**config.mk**
```make
export PLATFORM = sky130hd
export DESIGN_NAME = smooth_scheduler
export DESIGN_NICKNAME = d
export VERILOG_FILES = /design/src/rtl/smooth_pkg.sv /design/src/rtl/ram_copy_engine.sv /design/src/rtl/smooth_scheduler.sv
export SDC_FILE = /design/constraint.sdc
export NUM_CORES = 1
export LEC_CHECK = 0
export CAP_MARGIN = 20
export CORE_MARGIN = 2
export CORE_UTILIZATION = 41
export DETAILED_ROUTE_END_ITERATION = 6
export PLACE_DENSITY = 0.88
export SLEW_MARGIN = 10
export SYNTH_ARGS = -nofsm -noshare
export SYNTH_HDL_FRONTEND = slang
export SYNTH_SLANG_ARGS = --single-unit
```
**constraint.sdc**
```tcl
create_clock -name clk -period 3.25 [get_ports clk]
set_clock_uncertainty 0.05 [all_clocks]
set_input_delay 0.325 -clock clk [delete_from_list [all_inputs] [get_ports clk]]
set_output_delay 0.325 -clock clk [all_outputs]
set_load 0.1 [all_outputs]
```
**src/rtl/smooth_pkg.sv**
```systemverilog
// rtl/smooth_pkg.sv - shared state type and mesh layout constants for the smoothing scheduler
package smooth_pkg;

  typedef enum logic [2:0] {
    S_IDLE,
    S_COPY_IN,
    S_AVG_START,
    S_AVG_WAIT_HI,
    S_AVG_WAIT_LO,
    S_COPY_BACK,
    S_DONE
  } sched_state_t;

  // Each vertex is three consecutive words; word 0 is not part of the mesh.
  localparam int         VERTEX_STRIDE = 3;
  localparam int         VERTEX_BASE   = 1;
  localparam logic [3:0] WE_ALL        = 4'b1111;

endpackage

```
**src/rtl/ram_copy_engine.sv**
```systemverilog
// rtl/ram_copy_engine.sv - pipelined word copy between the object and result RAMs
module ram_copy_engine
  import smooth_pkg::*;
#(
  parameter int ADDR_WIDTH = 9
) (
  input  logic                  clk,
  input  logic                  rst,
  input  logic                  run,
  input  logic                  dir,
  input  logic [ADDR_WIDTH-1:0] len,
  output logic                  done,
  output logic                  obj_en,
  output logic [3:0]            obj_we,
  output logic [ADDR_WIDTH-1:0] obj_a,
  output logic [31:0]           obj_di,
  input  logic [31:0]           obj_do,
  output logic                  res_en,
  output logic [3:0]            res_we,
  output logic [ADDR_WIDTH-1:0] res_a,
  output logic [31:0]           res_di,
  input  logic [31:0]           res_do
);

  // run is held for the whole copy (dir 0: OBJ->RES, 1: RES->OBJ); cnt is the
  // cycle index within the copy, 0..len, so a copy lasts len+1 cycles.
  logic [ADDR_WIDTH-1:0] cnt;
  logic [ADDR_WIDTH-1:0] rd_a;
  logic [ADDR_WIDTH-1:0] wr_a;
  logic                  rd_on;
  logic                  wr_on;

  // Step through the copy while running; drop back to zero between copies.
  always_ff @(posedge clk or posedge rst) begin
    if (rst) begin
      cnt <= '0;
    end else if (run && (cnt != len)) begin
      cnt <= cnt + ADDR_WIDTH'(1);
    end else begin
      cnt <= '0;
    end
  end

  assign rd_on = cnt != len;
  assign wr_on = cnt != '0;
  assign rd_a  = cnt + ADDR_WIDTH'(VERTEX_BASE);
  assign wr_a  = cnt + ADDR_WIDTH'(VERTEX_BASE) - ADDR_WIDTH'(1);
  assign done  = run && (cnt == len);

  // Read word k in cycle k-1 and write it one cycle later from the source read data.
  always_comb begin
    obj_en = 1'b0;
    obj_we = '0;
    obj_a  = '0;
    obj_di = '0;
    res_en = 1'b0;
    res_we = '0;
    res_a  = '0;
    res_di = '0;
    if (run) begin
      obj_en = 1'b1;
      res_en = 1'b1;
      if (!dir) begin
        obj_a = rd_on ? rd_a : '0;
        if (wr_on) begin
          res_a  = wr_a;
          res_we = WE_ALL;
          res_di = obj_do;
        end
      end else begin
        res_a = rd_on ? rd_a : '0;
        if (wr_on) begin
          obj_a  = wr_a;
          obj_we = WE_ALL;
          obj_di = res_do;
        end
      end
    end
  end

endmodule

```
**src/rtl/smooth_scheduler.sv**
```systemverilog
// rtl/smooth_scheduler.sv - sequences averager passes with RAM copies; watchdog under SMOOTH_SCHED_WATCHDOG_EN
module smooth_scheduler
  import smooth_pkg::*;
#(
  parameter int ADDR_WIDTH = 9,
  parameter int MAX_ITER_W = 8
`ifdef SMOOTH_SCHED_WATCHDOG_EN
  ,
  parameter int WDOG_CYCLES = 65536
`endif
) (
  input  logic                  clk,
  input  logic                  rst,
  input  logic                  start,
  input  logic [MAX_ITER_W-1:0] iterations,
  input  logic [31:0]           vertex_count,
  output logic                  busy,
  output logic                  done,
  output logic [MAX_ITER_W-1:0] iter_cnt,
  output logic                  avg_start,
  input  logic                  avg_busy,
  output logic                  sel_avg,
  output logic                  obj_en,
  output logic [3:0]            obj_we,
  output logic [ADDR_WIDTH-1:0] obj_a,
  output logic [31:0]           obj_di,
  input  logic [31:0]           obj_do,
  output logic                  res_en,
  output logic [3:0]            res_we,
  output logic [ADDR_WIDTH-1:0] res_a,
  output logic [31:0]           res_di,
  input  logic [31:0]           res_do,
  output logic                  error
);

  sched_state_t          state;
  sched_state_t          next_state;
  logic [MAX_ITER_W-1:0] iters_q;
  logic [MAX_ITER_W-1:0] iter_cnt_q;
  logic [ADDR_WIDTH-1:0] len_q;
  logic [ADDR_WIDTH-1:0] mesh_len;
  logic                  accept;
  logic                  zero_job;
  logic                  last_pass;
  logic                  copy_run;
  logic                  copy_dir;
  logic                  copy_done;
  logic                  wdog_expired;
  logic                  error_q;

  assign accept    = (state == S_IDLE) && start;
  assign zero_job  = (iterations == '0) || (vertex_count == '0);
  // Only the low address bits of 3*vertex_count matter once truncated.
  assign mesh_len  = vertex_count[ADDR_WIDTH-1:0] * ADDR_WIDTH'(VERTEX_STRIDE);
  assign last_pass = (iter_cnt_q + MAX_ITER_W'(1)) == iters_q;
  assign copy_run  = (state == S_COPY_IN) || (state == S_COPY_BACK);
  assign copy_dir  = state == S_COPY_BACK;
  assign iter_cnt  = iter_cnt_q;
  assign error     = error_q;

`ifdef SMOOTH_SCHED_WATCHDOG_EN
  localparam int WDOG_W = $clog2(WDOG_CYCLES + 1);
  logic [WDOG_W-1:0] wdog_cnt;

  // Count cycles spent waiting on the averager; restart at every pass.
  always_ff @(posedge clk or posedge rst) begin
    if (rst) begin
      wdog_cnt <= '0;
    end else if (state == S_AVG_START) begin
      wdog_cnt <= '0;
    end else if ((state == S_AVG_WAIT_HI) || (state == S_AVG_WAIT_LO)) begin
      wdog_cnt <= wdog_cnt + WDOG_W'(1);
    end
  end

  assign wdog_expired = ((state == S_AVG_WAIT_HI) || (state == S_AVG_WAIT_LO)) &&
                        (wdog_cnt == WDOG_W'(WDOG_CYCLES - 1));
`else
  assign wdog_expired = 1'b0;
`endif

  // State register.
  always_ff @(posedge clk or posedge rst) begin
    if (rst) begin
      state <= S_IDLE;
    end else begin
      state <= next_state;
    end
  end

  // Job parameters latched on start, pass counter and sticky watchdog flag.
  always_ff @(posedge clk or posedge rst) begin
    if (rst) begin
      iters_q    <= '0;
      len_q      <= '0;
      iter_cnt_q <= '0;
      error_q    <= 1'b0;
    end else begin
      if (accept) begin
        iters_q    <= iterations;
        len_q      <= mesh_len;
        iter_cnt_q <= '0;
        error_q    <= 1'b0;
      end
      if ((state == S_COPY_BACK) && copy_done) begin
        iter_cnt_q <= iter_cnt_q + MAX_ITER_W'(1);
      end
      if (wdog_expired) begin
        error_q <= 1'b1;
      end
    end
  end

  // Next-state logic and state-decoded handshake outputs.
  always_comb begin
    next_state = state;
    busy       = 1'b0;
    done       = 1'b0;
    avg_start  = 1'b0;
    sel_avg    = 1'b0;
    case (state)
      S_IDLE: begin
        if (start) begin
          next_state = zero_job ? S_DONE : S_COPY_IN;
        end
      end
      S_COPY_IN: begin
        busy = 1'b1;
        if (copy_done) begin
          next_state = S_AVG_START;
        end
      end
      S_AVG_START: begin
        busy       = 1'b1;
        sel_avg    = 1'b1;
        avg_start  = 1'b1;
        next_state = S_AVG_WAIT_HI;
      end
      S_AVG_WAIT_HI: begin
        busy    = 1'b1;
        sel_avg = 1'b1;
        if (wdog_expired) begin
          next_state = S_DONE;
        end else if (avg_busy) begin
          next_state = S_AVG_WAIT_LO;
        end
      end
      S_AVG_WAIT_LO: begin
        busy    = 1'b1;
        sel_avg = 1'b1;
        if (wdog_expired) begin
          next_state = S_DONE;
        end else if (!avg_busy) begin
          next_state = S_COPY_BACK;
        end
      end
      S_COPY_BACK: begin
        busy = 1'b1;
        if (copy_done) begin
          // OBJ == RES after a copy back, so further passes skip COPY_IN.
          next_state = last_pass ? S_DONE : S_AVG_START;
        end
      end
      S_DONE: begin
        done       = 1'b1;
        next_state = S_IDLE;
      end
      default: next_state = S_IDLE;
    endcase
  end

  ram_copy_engine #(
    .ADDR_WIDTH(ADDR_WIDTH)
  ) u_copy (
    .clk    (clk),
    .rst    (rst),
    .run    (copy_run),
    .dir    (copy_dir),
    .len    (len_q),
    .done   (copy_done),
    .obj_en (obj_en),
    .obj_we (obj_we),
    .obj_a  (obj_a),
    .obj_di (obj_di),
    .obj_do (obj_do),
    .res_en (res_en),
    .res_we (res_we),
    .res_a  (res_a),
    .res_di (res_di),
    .res_do (res_do)
  );

endmodule
```
# Word level (Yosys, flattened, before mapping)
# Index checks and enable logic that the tools add are counted.
# Widths: inputs -> output; s select.
[classes]
n_addsub = 3
multipliers = 1
div = 0
magnitude_cmp = 0
eq_ne = 14
shift = 0
muxes = 33
bitwise_logic = 0
n_reduce_logical = 14
[ops]
columns = ["cell", "n"]
rows = [
  ["$mux 32", 6],
  ["$mux 9", 7],
  ["$logic_not 32->1", 1],
  ["$mux 3", 7],
  ["$mux 4", 5],
  ["$pmux 3 s6", 1],
  ["$mux 8", 2],
  ["$ne 2x2->1 const B", 5],
  ["$add 9x1->9 const B", 1],
  ["$eq 3x3->1 const B", 3],
  ["$eq 9x9->1", 1],
  ["$mul 9x2->9 const B", 1],
  ["$ne 9x9->1", 1],
  ["$reduce_bool 9->1", 1],
  ["$sub 9x1->9 const B", 1],
  ["$add 8x1->8 const B", 1],
  ["$eq 8x8->1", 1],
  ["$logic_not 8->1", 1],
  ["$eq 3x2->1 const B", 2],
  ["$mux 1", 5],
  ["$reduce_and 5->1", 1],
  ["$reduce_or 5->1", 1],
  ["$logic_and 1x1->1", 4],
  ["$eq 3x1->1 const B", 1],
  ["4 further kinds", 5],
]
[totals]
regBits = 37
latch_bits = 0
mem_bits_rw = 0
rom_bits = 0
input_bits = 108
output_inout_bits = 105
memories = 0

# Logic depth before layout (Yosys ltp)
# Gate-level depths: netlist of run 1.
[depth]
depth_word = 5
ltp_mapped = 9
depth_no_buf = 9

# By module
# From an unflattened synthesis of run 1, not the netlist that was laid out.
[hier_totals]
cells_unflattened = 475
area_unflattened_um2 = 3729.8
[by_module_without_submodules]
columns = ["module", "instances", "cells_per_inst", "area_per_inst_um2", "seq_area_each_um2"]
rows = [
  ["smooth_scheduler", 1, 234, 1969.4, 700.7],
  ["ram_copy_engine", 1, 241, 1760.4, 225.2],
]

# Worst setup path before layout of run 1
# Ideal clock, no wire load.
[synth_path]
kind = "register to output"
startpoint = "reg state[1]"
endpoint = "out obj_a[5]"
t_arrival_ps = 4480
slack_ps = -1605
path_stages_with_launch = 8
path_buffers = 0
cell_sequence = "dfrtp_1 -> nand2b_1 -> inv_2 -> and2_0 -> nand2_2 -> inv_1 -> nand2_1 -> o21ai_0"
[synth_between]
elab_chain_len = 3
word_cells_on_any_way = 5
cone_classes = "eq/ne (2); mux (2); reduce/logical (1)"
[synth_lines]
columns = ["element", "line_no", "text"]
rows = [
  ["start, declared", "smooth_scheduler.sv:36", "sched_state_t state;"],
  ["start signal, assigned", "smooth_scheduler.sv:87", "state <= next_state;"],
  ["$eq 3x3->1 / $eq 3x1->1 (equally long branches)", "smooth_scheduler.sv:56, smooth_scheduler.sv:57", ""],
  ["$mux 9 / $logic_or 1x1->1 (equally long branches)", "ram_copy_engine.sv:63, smooth_scheduler.sv:56", ""],
  ["$mux 9 (*)", "ram_copy_engine.sv:60", "if (run) begin"],
  ["end, declared", "smooth_scheduler.sv:25", "output logic [ADDR_WIDTH-1:0] obj_a,"],
]
# Mark *: on every way between the ends. The rest lies on a longest branch, timed or not.

# Final worst setup path of run 1
[layout_path]
startpoint = "reg u_copy.cnt[2]"
endpoint = "out res_a[5]"
[layout_between]
elab_chain_len = 5
word_cells_on_any_way = 8
cone_classes = "add/sub (2); eq/ne (1); mux (4); reduce/logical (1)"
[layout_lines]
columns = ["element", "line_no", "text"]
rows = [
  ["start, declared", "ram_copy_engine.sv:27", "logic [ADDR_WIDTH-1:0] cnt;"],
  ["start signal, assigned", "ram_copy_engine.sv:38", "cnt <= cnt + ADDR_WIDTH'(1);"],
  ["$add 9x1->9", "ram_copy_engine.sv:46, ram_copy_engine.sv:47", ""],
  ["$sub 9x1->9", "ram_copy_engine.sv:47", "assign wr_a = cnt + ADDR_WIDTH'(VERTEX_BASE) - ADDR_WIDTH'(1);"],
  ["$mux 9", "ram_copy_engine.sv:65", "if (wr_on) begin"],
  ["$mux 9 (*)", "ram_copy_engine.sv:63", "if (!dir) begin"],
  ["$mux 9 (*)", "ram_copy_engine.sv:60", ""],
  ["end, declared", "smooth_scheduler.sv:30", "output logic [ADDR_WIDTH-1:0] res_a,"],
]
# Marks and branches as above.

==> flow_metrics.tcl, run 1 <==
set metrics [dict create \
    antennaDiodeCount 0 \
    top_usage_layer "met2" \
    syn_nets 556 \
    cp.arrival_ns 2.73 \
    rrSetupSlack_ns 0.87 \
    die-area_um2 9180 \
    row_count 33 \
    drive_gt1_frac 0.256 \
    io_pins 213 \
    cts_sinks 37 \
    synth_enable_flop_cells 0 \
    status "finished clean" \
    pre_cts_slack_ns 0.396 \
    period_share 0.955 \
    synthToLayoutAreaGrowth_pct 91.7 \
    use_met2 0.505 \
    max_cap_viol_count 0 \
    crit_path_start_kind "flip-flop" \
    coreArea_um2 8180 \
    post-route-util 0.811 \
    finalCriticalPeriod_ns 3.10 \
    antenna_found_initial 0 \
    rsz0062_at_grt "false" \
    required_ns 2.87 \
    die_width_um 95.8 \
    start_util 0.423 \
    endpoint_kind "output pin" \
    grt_pass1_vias 3992 \
    whs_ns 0.416 \
    drt-initial-drc-count 232 \
    synth_seq_cells 37 \
    syn_inst 433 \
    routed_wl_um 13400 \
    synth_warnings 0 \
    startpoint "u_copy.cnt[2]" \
    instances_no_fill 729 \
    tritoncts "done" \
    critPathCapture "res_a[5]" \
    dp_cells 721 \
    synth_async_sr_flop_share 1.00 \
    worstSetupPathType "reg2out" \
    worstMarginPinSlew_ns 0.992 \
    ys.flop_type "dfrtp_1" \
    cts_buffer_depth 2 \
    r2r-end "state[2]" \
    clkTransAtPathRegs_ns 0.07 \
    use_met3 0.0666 \
    cts_root_buffer "clkbuf_8" \
    grt_first_pass_wirelength_um 20100 \
    slew_viol_final 0 \
    syn_area_um2 3460 \
    portBuffers 211 \
    fin_nets 746 \
    worst_r2r_startpoint "state[0]" \
    synth_area_per_cell_um2 7.98 \
    htreeDepth 2 \
    rr_worst_depth 7 \
    worstSkewPairLatency_ns 0.28 \
    grt_max_degree 60 \
    met1_usage 0.323 \
    synth_cell_types 56 \
    hold_viol 0 \
    critPathMaxFanout 11 \
    fp.dieH_um 95.8 \
    firstDrtPassIters 5 \
    grtUsageTotal 0.284 \
    ys_seq_area_frac 0.268 \
    cts_hold_buf 0 \
    ant_nets 0 \
    drc 0 \
    timing.final.ws_setup_ns 0.147 \
    fmax_mhz 322 \
    dp_hpwl_um 11000 \
    worst_hold_path_type "in2async" \
    wire_per_inst_um 18.3 \
    place_congestion 0.877 \
    cts_inserted_buffers 5 \
    viasPerCell 5.52 \
    finalSetupViolCount 0 \
    grt.overflow.total 0 \
    via_count 4023 \
    slew-limit-headroom 0.336 \
]
## worst max-delay path: stages (launching register included)
cell and delay (ns):
dfrtp_1 0.51, nor4_1 0.39, nand3_2 0.22, nand2_1 0.35
clkinvlp_4 0.39, o21ai_0 0.26, a31oi_4 0.13, buf_12 0.20
## flip-flops by register name, indices dropped and copies added (netlist names)
register,count
len_q,9
iter_cnt,8
iters_q,8
state,3
u_copy.cnt,9
## Yosys cell counts, drive strengths merged (3+ instances only)
cell,instances,share of area
a211oi,3,0.0065
a21oi,14,0.020
and3,70,0.13
buf,17,0.039
clkbuf,20,0.022
dfrtp,37,0.27
ha,14,0.051
inv,19,0.021
mux2,10,0.033
mux2i,3,0.0087
nand2,35,0.041
nand2b,8,0.014
nand3,16,0.026
nand4,5,0.0090
nor2,30,0.033
nor3,13,0.020
nor3b,5,0.011
nor4,10,0.022
o21ai,30,0.043
o22ai,4,0.0072
o31ai,5,0.011
xnor2,21,0.058
xor2,14,0.040
## cells by family (layout without fill, tap and decap cells)
family	after synthesis	after routing	synth area share
simple gates	205	205	0.332
compound gates	71	71	0.122
buf+inv	56	247	0.0814
flops	37	37	0.268
xor+xnor	35	35	0.0974
fa+ha+maj	15	15	0.0565
mux	13	13	0.0413
other cells	1	1	0.00108
## cell usage in the layout, fill, tap and decap left out, types with 3 or more instances in the layout
cell,count
nand2_1,33
clkbuf_8,5
nor2_1,26
xor2_1,12
nand2b_1,8
nor4_1,9
nand4_1,5
nor3b_1,4
a21oi_1,12
o22ai_2,3
nand3_2,3
o21ai_2,3
mux2_2,10
dfrtp_1,36
nor3_1,12
clkdlybuf4s50_1,112
ha_1,14
nand3_1,13
and3_1,70
buf_12,88
o31ai_1,5
o21ai_0,25
xnor2_1,19
buf_4,20
mux2i_1,3
inv_1,16
## routing by layer
layer | routed length, um | part of all wire
met5 | 0 | 0
met4 | 546 | 0.041
met3 | 1200 | 0.090
met2 | 6670 | 0.50
met1 | 4940 | 0.37
## per-stage QoR
step           TNS [ns]  area (um2)
4_1_cts               0        6610
5_1_grt               0        6630
3_5_place_dp          0        6520
2_1_floorplan    -0.353        3560
3_3_place_gp          0        6520
6_report              0        6630
## worst min path at each step
stage	cells past startpoint	end	startpoint
after global placement	2	len_q[8]	len_q[8]
after floorplan	1	state[0]	avg_busy
after CTS	3	len_q[5]	rst
final	3	len_q[5]	rst
after detailed placement	2	len_q[2]	len_q[2]
after global routing	3	len_q[5]	rst
## final cells by class
type / count / area (um2)
timing repair buffer: 220 / 3030
multi-input combinational: 340 / 2370
fill: 488 / 1550
sequential: 37 / 927
tap: 105 / 131
inverter: 19 / 78.8
clock buffer: 6 / 72.6
clock inverter: 2 / 10.0
## timing repair
item,4_1_cts,5_1_grt
setup buffers,0,0
endpoints found under the setup margin,0,3
gates resized for setup,0,5
Power of run 1 is left out: the tool's default activity adds up to more than one toggle a clock period on the data nets, which glitch-free logic cannot reach.
==> run 2: changes to the inputs <==
Clock period 3.25 ns to 3.6 ns, I/O delays scaled along.
==> run 2 against run 1 <==
Utilization fell by 6.2 points. First-iteration DRC count rose by 1.3%. Cell count fell by 0.41%. Critical endpoint is now obj_a[7].
==> flow_metrics.tcl, run 2 (synthesis results as in run 1) <==
set metrics [dict create \
    drt-initial-drc-count 235 \
    drive_gt1_frac 0.233 \
    portBuffers 211 \
    routed_wl_um 12700 \
    fp.dieH_um 95.8 \
    cts_setup_buffers 0 \
    hold_viol 0 \
    wl_met3_um 1130 \
    place_congestion 0.884 \
    fmax_mhz 298 \
    synthToLayoutAreaGrowth_pct 77.0 \
    max_cap_viol_count 0 \
    endpoint_kind "output pin" \
    via_count 3967 \
    firstDrtPassIters 5 \
    dp_cells 718 \
    worstSetupPathType "reg2out" \
    r2r-end "iter_cnt[4]" \
    rrSetupSlack_ns 1.31 \
    grt.overflow.total 0 \
    fin_nets 743 \
    finalSetupViolCount 0 \
    worst_hold_path_type "in2async" \
    tritoncts "done" \
    instances_no_fill 726 \
    fin_tns_setup_ns 0 \
    finalCriticalPeriod_ns 3.35 \
    grt_pass1_vias 3754 \
    row_count 33 \
    status "finished clean" \
    final_common_cell "clkdlybuf4s50_1" \
    viasPerCell 5.46 \
    dp_hpwl_um 10300 \
    cts_sinks 37 \
    io_pins 213 \
    period_share 0.931 \
    start_util 0.423 \
    rsz0062_at_grt "false" \
    cts_root_buffer "clkbuf_8" \
    rr_worst_depth 7 \
    cts_resized 0 \
    coreArea_um2 8180 \
    clkTransAtPathRegs_ns 0.07 \
    die_width_um 95.8 \
    ant_nets 0 \
    antennaDiodeCount 0 \
    required_ns 3.19 \
    layout_common_cells "clkdlybuf4s50_1, and3_1, buf_12, buf_4, dfrtp_1" \
    drc 0 \
    startpoint "u_copy.cnt[0]" \
    critPathMaxFanout 16 \
    worst_r2r_startpoint "state[0]" \
    crit_path_start_kind "flip-flop" \
    critPathCapture "obj_a[7]" \
    top_regs "len_q x9, u_copy.cnt x9" \
    slew-limit-headroom 0.339 \
    wire_per_inst_um 17.5 \
    cts_hold_buf 0 \
    htreeDepth 2 \
    cp.arrival_ns 2.94 \
    worstMarginPinSlew_ns 0.989 \
    worstSkewPairLatency_ns 0.29 \
    met1_length_um 4930 \
    whs_ns 0.429 \
    met2_length_um 6140 \
    grt_max_degree 65 \
    cts_buffer_depth 2 \
    grt_first_pass_wirelength_um 19100 \
    routed.top_layer "met4" \
    slew_viol_final 0 \
    die-area_um2 9180 \
    antenna_found_initial 0 \
    grtUsageTotal 0.267 \
    cts_inserted_buffers 5 \
]
run 2: cell count changes in the layout (fill, tap and decap cells not counted), sizes merged:
cell,delta
clkdlybuf4s50,+3
inv,+2
buf,-6
clkinvlp,-2
run 2: area by class of cell:
cell class / instances / area (um2)
Timing Repair Buffer: 217 / 2590
Multi-Input combinational cell: 340 / 2320
Fill cell: 582 / 2060
Sequential cell: 37 / 926
Tap cell: 105 / 131
Clock buffer: 6 / 72.6
Inverter: 19 / 71.3
Clock inverter: 2 / 10.0
run 2: critical path, cell delays in order (launching register included):
cell	delay (ns)
dfrtp_1	0.69
ha_1	0.41
nand3_1	0.18
xnor2_1	0.22
nor3_2	0.29
nand3_1	0.19
a211oi_1	0.40
nor2_4	0.08
buf_12	0.17
run 2: per-stage QoR:
step / utilization / area, um2 / worst slack [ns]
4_1_cts: 0.749 / 6120 / 0.265
6_report: 0.749 / 6120 / 0.248
3_3_place_gp: 0.738 / 6040 / 0.712
2_1_floorplan: - / 3520 / -0.0814
3_5_place_dp: 0.738 / 6040 / 0.588
5_1_grt: 0.749 / 6120 / 0.0533
run 2: worst min-delay path by stage:
stage,slack (ns),cells after the start,end
2_1_floorplan,0.42,2,len_q[2]
3_3_place_gp,0.44,2,len_q[2]
3_5_place_dp,0.44,2,len_q[2]
4_1_cts,0.44,3,len_q[1]
5_1_grt,0.48,2,len_q[2]
6_report,0.43,3,u_copy.cnt[0]
run 2: layer usage:
metal	global-route usage	vias up
met5	0	-
met4	0.125	0
met3	0.0556	35
met2	0.474	195
met1	0.306	1843
li1	-	1894
Power of run 2 is left out for the same reason.
==> run 3: changes to the inputs <==
Settings changed: CORE_MARGIN 2 to 3, CTS_CLUSTER_SIZE from default to 10.
==> run 3 against run 2 <==
Critical endpoint unchanged. Utilization rose by 2.0 points. First-iteration DRC count fell by 21%. Register-to-register slack got worse by 0.05 ns.
==> flow_metrics.tcl, run 3 (synthesis results as in run 1) <==
set metrics [dict create \
    grt_max_degree 53 \
    synthToLayoutAreaGrowth_pct 77.2 \
    crit_slowest_cell "dfrtp_1" \
    finalCriticalPeriod_ns 3.37 \
    grt.overflow.total 0 \
    fp.dieH_um 97.8 \
    path_cells "ha_1 -> nand3_1 -> xnor2_1 -> nor3_2 -> nand3_1 -> a211oi_1 -> nor2_4 -> buf_12" \
    endpoint_kind "output pin" \
    portBuffers 211 \
    slew-limit-headroom 0.342 \
    die_width_um 97.8 \
    row_count 32 \
    path_common_cell "nand3_1" \
    worst_r2r_startpoint "u_copy.cnt[0]" \
    worstMarginPinSlew_ns 0.983 \
    clkTransAtPathRegs_ns 0.07 \
    via_count 3918 \
    hold_viol 0 \
    critPathMaxFanout 16 \
    start_util 0.434 \
    top_regs "len_q x9, u_copy.cnt x9" \
    rsz0062_at_grt "false" \
    worst_hold_path_type "in2async" \
    cts_root_buffer "clkbuf_8" \
    worstSkewPairLatency_ns 0.29 \
    dp_hpwl_um 10400 \
    die-area_um2 9570 \
    grtUsageTotal 0.252 \
    cts_setup_buffers 0 \
    coreArea_um2 7970 \
    firstDrtPassIters 5 \
    place_congestion 0.877 \
    status "finished clean" \
    drc 0 \
    antenna_found_initial 0 \
    drt-initial-drc-count 186 \
    crit_path_start_kind "flip-flop" \
    r2r-end "state[0]" \
    rrSetupSlack_ns 1.26 \
    cp.arrival_ns 2.96 \
    fin_nets 743 \
    ant_nets 0 \
    fmax_mhz 297 \
    drive_gt1_frac 0.232 \
    grt_first_pass_wirelength_um 19800 \
    routed_wl_um 12600 \
    period_share 0.935 \
    layout_common_cells "clkdlybuf4s50_1, and3_1, buf_12, buf_4, dfrtp_1" \
    grt_pass1_vias 3842 \
    post-route-util 0.769 \
    rr_worst_depth 6 \
    cts_buffer_depth 2 \
    wire_per_inst_um 17.4 \
    htreeDepth 2 \
    final_common_cell "clkdlybuf4s50_1" \
    cts_sinks 37 \
    max_cap_viol_count 0 \
    antennaDiodeCount 0 \
    cts_hold_buf 0 \
    finalSetupViolCount 0 \
    slew_viol_final 0 \
    cts_inserted_buffers 5 \
    slowest_delay_ns 0.68 \
    viasPerCell 5.42 \
    io_pins 213 \
    worstSetupPathType "reg2out" \
    cts_resized 0 \
    required_ns 3.19 \
    tritoncts "done" \
    fin_tns_setup_ns 0 \
]
run 3: cell types whose count changed in the layout (fill, tap and decap cells not counted):
cell,before,now
buf_4,48,47
nor2_2,3,2
buf_12,54,55
nor2_1,26,27
run 3: cell type report:
cell class,count,area (um2)
Inverter,19,71.3
Clock inverter,2,10.0
Timing Repair Buffer,217,2610
Sequential cell,37,926
Clock buffer,6,72.6
Tap cell,102,128
Fill cell,539,1840
Multi-Input combinational cell,340,2310
run 3: per-stage QoR:
step	worst slack (ns)	std cells	cell area [um2]	hold slack, ns
final	0.235	723	6130	0.442
after global routing	0.0585	723	6130	0.501
after CTS	0.272	723	6130	0.459
after detailed placement	0.594	715	6040	0.443
after global placement	0.710	715	6040	0.445
after floorplan	-0.0814	433	3520	0.419
run 3: layer usage:
layer	wire length, um	up-vias	track usage
met5	0	-	0
met4	375	0	0.0927
met3	991	23	0.0543
met2	6340	199	0.441
met1	4890	1801	0.303
li1	-	1895	-
run 3: worst max path at each step:
stage | startpoint | end | slack [ns] | depth (start not counted)
finish | u_copy.cnt[0] | obj_a[7] | 0.23 | 8
global placement | u_copy.cnt[0] | obj_a[7] | 0.71 | 8
floorplan | state[1] | obj_a[5] | -0.08 | 7
CTS | u_copy.cnt[0] | obj_a[7] | 0.27 | 8
detailed placement | u_copy.cnt[0] | obj_a[7] | 0.59 | 8
global route | u_copy.cnt[0] | obj_a[7] | 0.06 | 8
run 3: critical path, delay by kind of cell, from the launching register on:
family / cells / cell delay, ns
buf+inv: 1 / 0.17
xor+xnor: 1 / 0.22
flops: 1 / 0.68
simple gates: 4 / 0.79
fa+ha+maj: 1 / 0.40
compound gates: 1 / 0.39
Power of run 3 is left out for the same reason.
